===== config.mk =====
export PLATFORM = sky130hd
export DESIGN_NAME = pc_redirect_ctrl
export DESIGN_NICKNAME = d
export VERILOG_FILES = /design/src/rtl/pc_redirect_ctrl.sv
export SDC_FILE = /design/constraint.sdc
export NUM_CORES = 1
export LEC_CHECK = 0
export ABC_AREA = 1
export CORE_MARGIN = 2
export CORE_UTILIZATION = 45
export DETAILED_ROUTE_END_ITERATION = 6
export GPL_TIMING_DRIVEN = 0
export PLACE_DENSITY = 0.86
export SYNTH_ARGS = -nofsm -noshare
export SYNTH_HDL_FRONTEND = slang
export SYNTH_SLANG_ARGS = --single-unit

===== constraint.sdc =====
create_clock -name clock -period 3.1 [get_ports clock]
set_input_delay 0.465 -clock clock [delete_from_list [all_inputs] [get_ports clock]]
set_output_delay 0.465 -clock clock [all_outputs]
set_load 0.03 [all_outputs]

===== src/rtl/pc_redirect_ctrl.sv =====
// Fetch-stage PC owner: selects next PC, issues registered flush pulses, one-cycle redirect window.
// Optional branch/jump/flush counters are built when PC_BRANCH_STATS_EN is defined.
module pc_redirect_ctrl #(
    parameter int unsigned         ADDR_W     = 32,
    parameter logic [ADDR_W-1:0]   RESET_PC   = '0,
    parameter logic [ADDR_W-1:0]   EXC_VECTOR = ADDR_W'(32'h0000_0180)
) (
    input  logic              clock,
    input  logic              reset_n,
    input  logic              branch_taken,
    input  logic [ADDR_W-1:0] branch_target,
    input  logic              jump,
    input  logic [ADDR_W-1:0] jump_target,
    input  logic              stall,
    output logic [ADDR_W-1:0] pc,
    output logic [ADDR_W-1:0] pc_plus4,
    output logic              if_id_flush,
    output logic              id_ex_flush,
    output logic              addr_err
`ifdef PC_BRANCH_STATS_EN
    ,
    output logic [15:0]       taken_cnt,
    output logic [15:0]       jump_cnt,
    output logic [15:0]       flush_cnt
`endif
);

    typedef enum logic {
        RUN,
        REDIRECT
    } state_t;

    state_t            state;
    logic [ADDR_W-1:0] sel_target;
    logic              misaligned;

    assign pc_plus4 = pc + ADDR_W'(4);

    always_comb begin
        sel_target = branch_taken ? branch_target : jump_target;
        misaligned = (sel_target[1:0] != 2'b00);
    end

    always_ff @(posedge clock or negedge reset_n) begin
        if (!reset_n) begin
            state       <= RUN;
            pc          <= RESET_PC;
            if_id_flush <= 1'b0;
            id_ex_flush <= 1'b0;
            addr_err    <= 1'b0;
        end else begin
            if_id_flush <= 1'b0;
            id_ex_flush <= 1'b0;
            addr_err    <= 1'b0;
            case (state)
                RUN: begin
                    // A redirect overrides stall; branch beats jump and the jump is simply dropped.
                    if (branch_taken || jump) begin
                        pc          <= misaligned ? EXC_VECTOR : sel_target;
                        if_id_flush <= 1'b1;
                        id_ex_flush <= branch_taken;
                        addr_err    <= misaligned;
                        state       <= REDIRECT;
                    end else if (!stall) begin
                        pc <= pc_plus4;
                    end
                end
                REDIRECT: begin
                    // Requests here come from squashed instructions and are ignored.
                    if (!stall) begin
                        pc <= pc_plus4;
                    end
                    state <= RUN;
                end
                default: state <= RUN;
            endcase
        end
    end

`ifdef PC_BRANCH_STATS_EN
    always_ff @(posedge clock or negedge reset_n) begin
        if (!reset_n) begin
            taken_cnt <= '0;
            jump_cnt  <= '0;
            flush_cnt <= '0;
        end else begin
            if (state == RUN && branch_taken && taken_cnt != '1) begin
                taken_cnt <= taken_cnt + 16'd1;
            end
            if (state == RUN && !branch_taken && jump && jump_cnt != '1) begin
                jump_cnt <= jump_cnt + 16'd1;
            end
            if (if_id_flush && flush_cnt != '1) begin
                flush_cnt <= flush_cnt + 16'd1;
            end
        end
    end
`endif

endmodule


[After elaboration in Yosys (flattened, before gate mapping)]
Cells that the tools add are included.
Storage, ports and cells
  bits of input ports: 69
  logic and storage cells: 21
  ROM bits: 0
  bits in writable memories: 0
  register bits after elaboration: 36
  memories kept: 0
  latch bits: 0
Operators by class
  add/sub/neg operators: 1
  divide/modulo/power cells: 0
  order comparisons: 0
  $mul: 0
  reduce and logical (&&, ||, !) cells: 2
  bitwise operators: 1
  equality and inequality tests: 0
  shift-type cells: 0
  muxes and demuxes: 12
Operators by type and width (number)
  2-to-1 mux 32 bit: 4
  case mux 32 bit (2 select lines): 1
  adder 32 x 3 -> 32 bit, second input constant: 1
  2-to-1 mux 1 bit: 6
  case mux 1 bit (2 select lines): 1
  nonzero test 2 bit: 1
  logical OR 1 bit: 1
  inverter 1 bit: 1

[Longest topological paths before layout]
  word-level depth: 5
  gate-level depth with buffers: 10
  gate-level depth less buffers: 10

[Worst setup path before layout]
OpenSTA, ideal clock, no wires.
  kind: reg2out
  start point: reg pc[2]
  end point: out pc_plus4[18]
  data arrival time: 1.840 ns
  path buffers: 0
  stages on the path, launching flop included: 7
  path slack: 0.795 ns
  cell sequence: dfrtp_1 -> ha_1 -> inv_1 -> nor2_1 -> nand2_1 -> nor2_4 -> xor2_1
On the way
  word-level cells in the longest chain between the ends: 1
Ends and longest elaborated chain
  start: declaration: RTL line 15  | output logic [ADDR_W-1:0] pc,
  start signal: assignment: RTL line 59  | pc <= misaligned ? EXC_VECTOR : sel_target;
  start signal: assignment: RTL line 65  | pc <= pc_plus4;
  start signal: assignment: RTL line 71  | pc <= pc_plus4;
  adder 32 x 3 -> 32 bit: RTL line 37  | assign pc_plus4 = pc + ADDR_W'(4);
  end: declaration: RTL line 16  | output logic [ADDR_W-1:0] pc_plus4,
Every way passes these cells.

[Worst setup path in the final report]
  start point: reg pc[2]
  end point: out pc_plus4[12]
Same word-level chain as after synthesis.

==> results.py <==
metrics = {
    "sta": {
        "slew-limit-headroom": 0.434,
        "worstMarginPinSlew_ns": 0.849,
        "finalSetupViolCount": 0,
        "fin_skew_ns": 0.00794,
        "max_freq_ghz": 0.340,
        "timing.hold.ws_ns": 0.272,
        "hold_viol": 0,
        "drv_slew": 0,
        "grt_setup_unrepaired": "no",
        "finalCritPeriodShare": 0.949,
        "setup_tns_ns": 0,
        "finalCriticalPeriod_ns": 2.94,
    },
    "floorplanning": {
        "dieArea_um2": 6980,
        "start_util": 0.473,
        "rows": 28,
        "die_h_um": 83.6,
        "die_x_um": 83.6,
        "ios": 136,
        "core_um2": 6030,
    },
    "worst_setup_path": {
        "worstSetupStartpointType": "flip-flop",
        "crit_arrival_ns": 2.48,
        "worst-setup-path-type": "flip-flop to output port",
        "crit_path_end_kind": "output port",
        "crit_fanout": 5,
        "worstPathRequired_ns": 2.63,
    },
    "clock_network": {
        "hold_buffers": 0,
        "clk_pin_slew_ns": 0.08,
        "root_buffer": "clkbuf_8",
        "cts_setup_buffers": 0,
        "h-tree-depth": 2,
        "cts_max_path_buffers": 2,
        "cts_resized": 0,
        "cts_sinks": 35,
        "cts_made_buffers": 5,
        "clock_latency_ns": 0.29,
        "tritoncts": "built",
    },
    "global_routing": {
        "overflow": 0,
        "grt_pass1_vias": 3552,
        "grt_pass1_wl_mm": 17.3,
        "antenna_found_initial": 0,
        "grt_max_degree": 36,
        "grt_usage": 0.307,
    },
    "logic_synthesis": {
        "synth-seq-cells": 35,
        "synth.distinct_cells": 36,
        "synth_top_family_by_area": "simple AND/OR/NAND/NOR gates",
        "synth-simple-area-share": 0.360,
        "synth_compound_gate_area_share": 0.163,
        "ys_seq_area_frac": 0.307,
        "ys_warn_count": 0,
        "postSynthAreaPerCell_um2": 6.56,
        "synth_xor_area_frac": 0.0457,
        "synthAdderAreaFrac": 0.00439,
        "syn_nets": 504,
        "netlist_area_um2": 2850,
        "async_reset_ff_frac": 1.00,
        "ys.flop_type": "dfrtp_1",
        "synthMuxAreaShare": 0.0422,
        "synth-edff-count": 0,
        "synthCells": 434,
    },
    "power_and_ir_drop": {
        "p_leak_nw": 1.94,
        "power_density_nw_per_um2": 476,
        "ir_drop_mv": 0.309,
    },
    "cells_and_area": {
        "layout.nets": 644,
        "antenna_cells": 0,
        "synthToLayoutAreaGrowth_pct": 53.7,
        "drive_gt1_frac": 0.0661,
    },
    "worst_hold_path": {
        "hold_path.class": "input pin to asynchronous set/reset pin",
    },
    "routing": {
        "drc": 0,
        "dr.pass1.iters": 5,
        "via_per_inst": 5.41,
        "drtAntennaViolNets": 0,
        "drt-initial-drc-count": 214,
        "num_vias": 3519,
        "finalWirelength_mm": 10.8,
        "wl_per_cell_um": 16.6,
    },
    "placed_design": {
        "place_hpwl_mm": 8.44,
        "port_buffers": 133,
        "globalplace.congestion": 0.923,
    },
    "run_status": {
        "status": "finished clean",
    },
    "flow_run": {
        "maxCapViolCount": 0,
    },
}
## worst max-delay path: stages (launching register included)
cell	delay [ns]
dfrtp_1	0.47
ha_1	0.29
inv_1	0.08
nor2_1	0.15
nand2_1	0.15
nor2_1	0.20
nand2_1	0.07
nand2_1	0.10
clkdlybuf4s50_1	0.68
## cells in the mapped netlist, drive strengths merged, types with 4 or more instances
cell type | instances | share of area
clkbuf | 11 | 0.014
xor2 | 9 | 0.030
nand2 | 152 | 0.20
dfrtp | 35 | 0.31
o2bb2ai | 8 | 0.025
buf | 9 | 0.022
or2 | 4 | 0.0088
a21oi | 35 | 0.061
o211ai | 4 | 0.016
nand3 | 16 | 0.028
o21ai | 19 | 0.033
inv | 30 | 0.040
xnor2 | 5 | 0.015
mux2i | 12 | 0.042
nor2 | 67 | 0.10
o22ai | 4 | 0.0088
## area by class of cell
class                      count  area (um2)
multi-input combinational    348        1750
inverter                      31         116
sequential                    35         876
fill                         504        1650
tap                           75        93.8
buffer                        20         104
timing repair buffer         133        1340
clock buffer                   8         100
## stage by stage
| stage | std cells | setup WS [ns] | utilization | area [um2] | total power (W) |
|---|---|---|---|---|---|
| global placement | 642 | 0.465 | 0.709 | 4270 | 0.00168 |
| detailed placement | 642 | 0.391 | 0.708 | 4270 | 0.00170 |
| finish | 650 | 0.157 | 0.727 | 4380 | 0.00209 |
| floorplan | 434 | 0.795 | - | 2850 | 0.00121 |
| global route | 650 | 0.0469 | 0.727 | 4380 | 0.00218 |
| CTS | 650 | 0.0464 | 0.725 | 4370 | 0.00208 |
## state kept, by name (all words and copies together) (netlist names)
register,cells
if_id_flush,1
pc,32
addr_err,1
id_ex_flush,1
## cell families (layout without fill, tap and decap cells)
kind of cell | count (synthesis) | in the layout
and+or+nand+nor | 246 | 246
AOI/OAI and AO/OA | 75 | 75
buffers and inverters | 51 | 192
DFF | 35 | 35
xor gates and xnor gates | 14 | 14
muxes | 12 | 12
adders and majority gates | 1 | 1
## power by group
part	switching (W)	internal, W
combinational	0.000622	0.000439
sequential	0.000114	0.000526
clock	0.000181	0.000203
## layout by cell type, fill, tap and decap left out, drive strengths merged
cell type,instances
nor3,1
nand4,2
o31ai,1
xor2,9
a22oi,2
nand3,16
a21oi,35
mux2i,12
xnor2,5
o211ai,4
a32o,1
clkinv,1
o2bb2ai,8
inv,30
or2,4
dlymetal6s2s,4
o22ai,4
o21ai,19
dfrtp,35
clkdlybuf4s50,128
clkbuf,19
nand3b,2
o32ai,1
nor2,67
ha,1
nand2,152
and2,2
buf,10
## per-layer routing
layer / global-route usage / vias to the layer above / routed length [um]
met4: 0.0836 / 0 / 173
met5: 0 / - / 0
met1: 0.379 / 1653 / 4580
met2: 0.546 / 162 / 5400
li1: - / 1684 / -
met3: 0.0544 / 20 / 644
## worst paths after layout
check | startpoint | endpoint | slack, ns | cells after the start
max in group asynchronous | reset_n | pc[5] | 2.29 | 1
setup / recovery | pc[2] | pc_plus4[12] | 0.16 | 8
setup reg to reg | pc[2] | pc[22] | 1.22 | 10
hold / removal | reset_n | pc[13] | 0.27 | 1
hold reg to reg | if_id_flush | id_ex_flush | 0.49 | 1
min in group clock | if_id_flush | id_ex_flush | 0.49 | 1
Note: power is estimated with default switching activity, not from simulation.
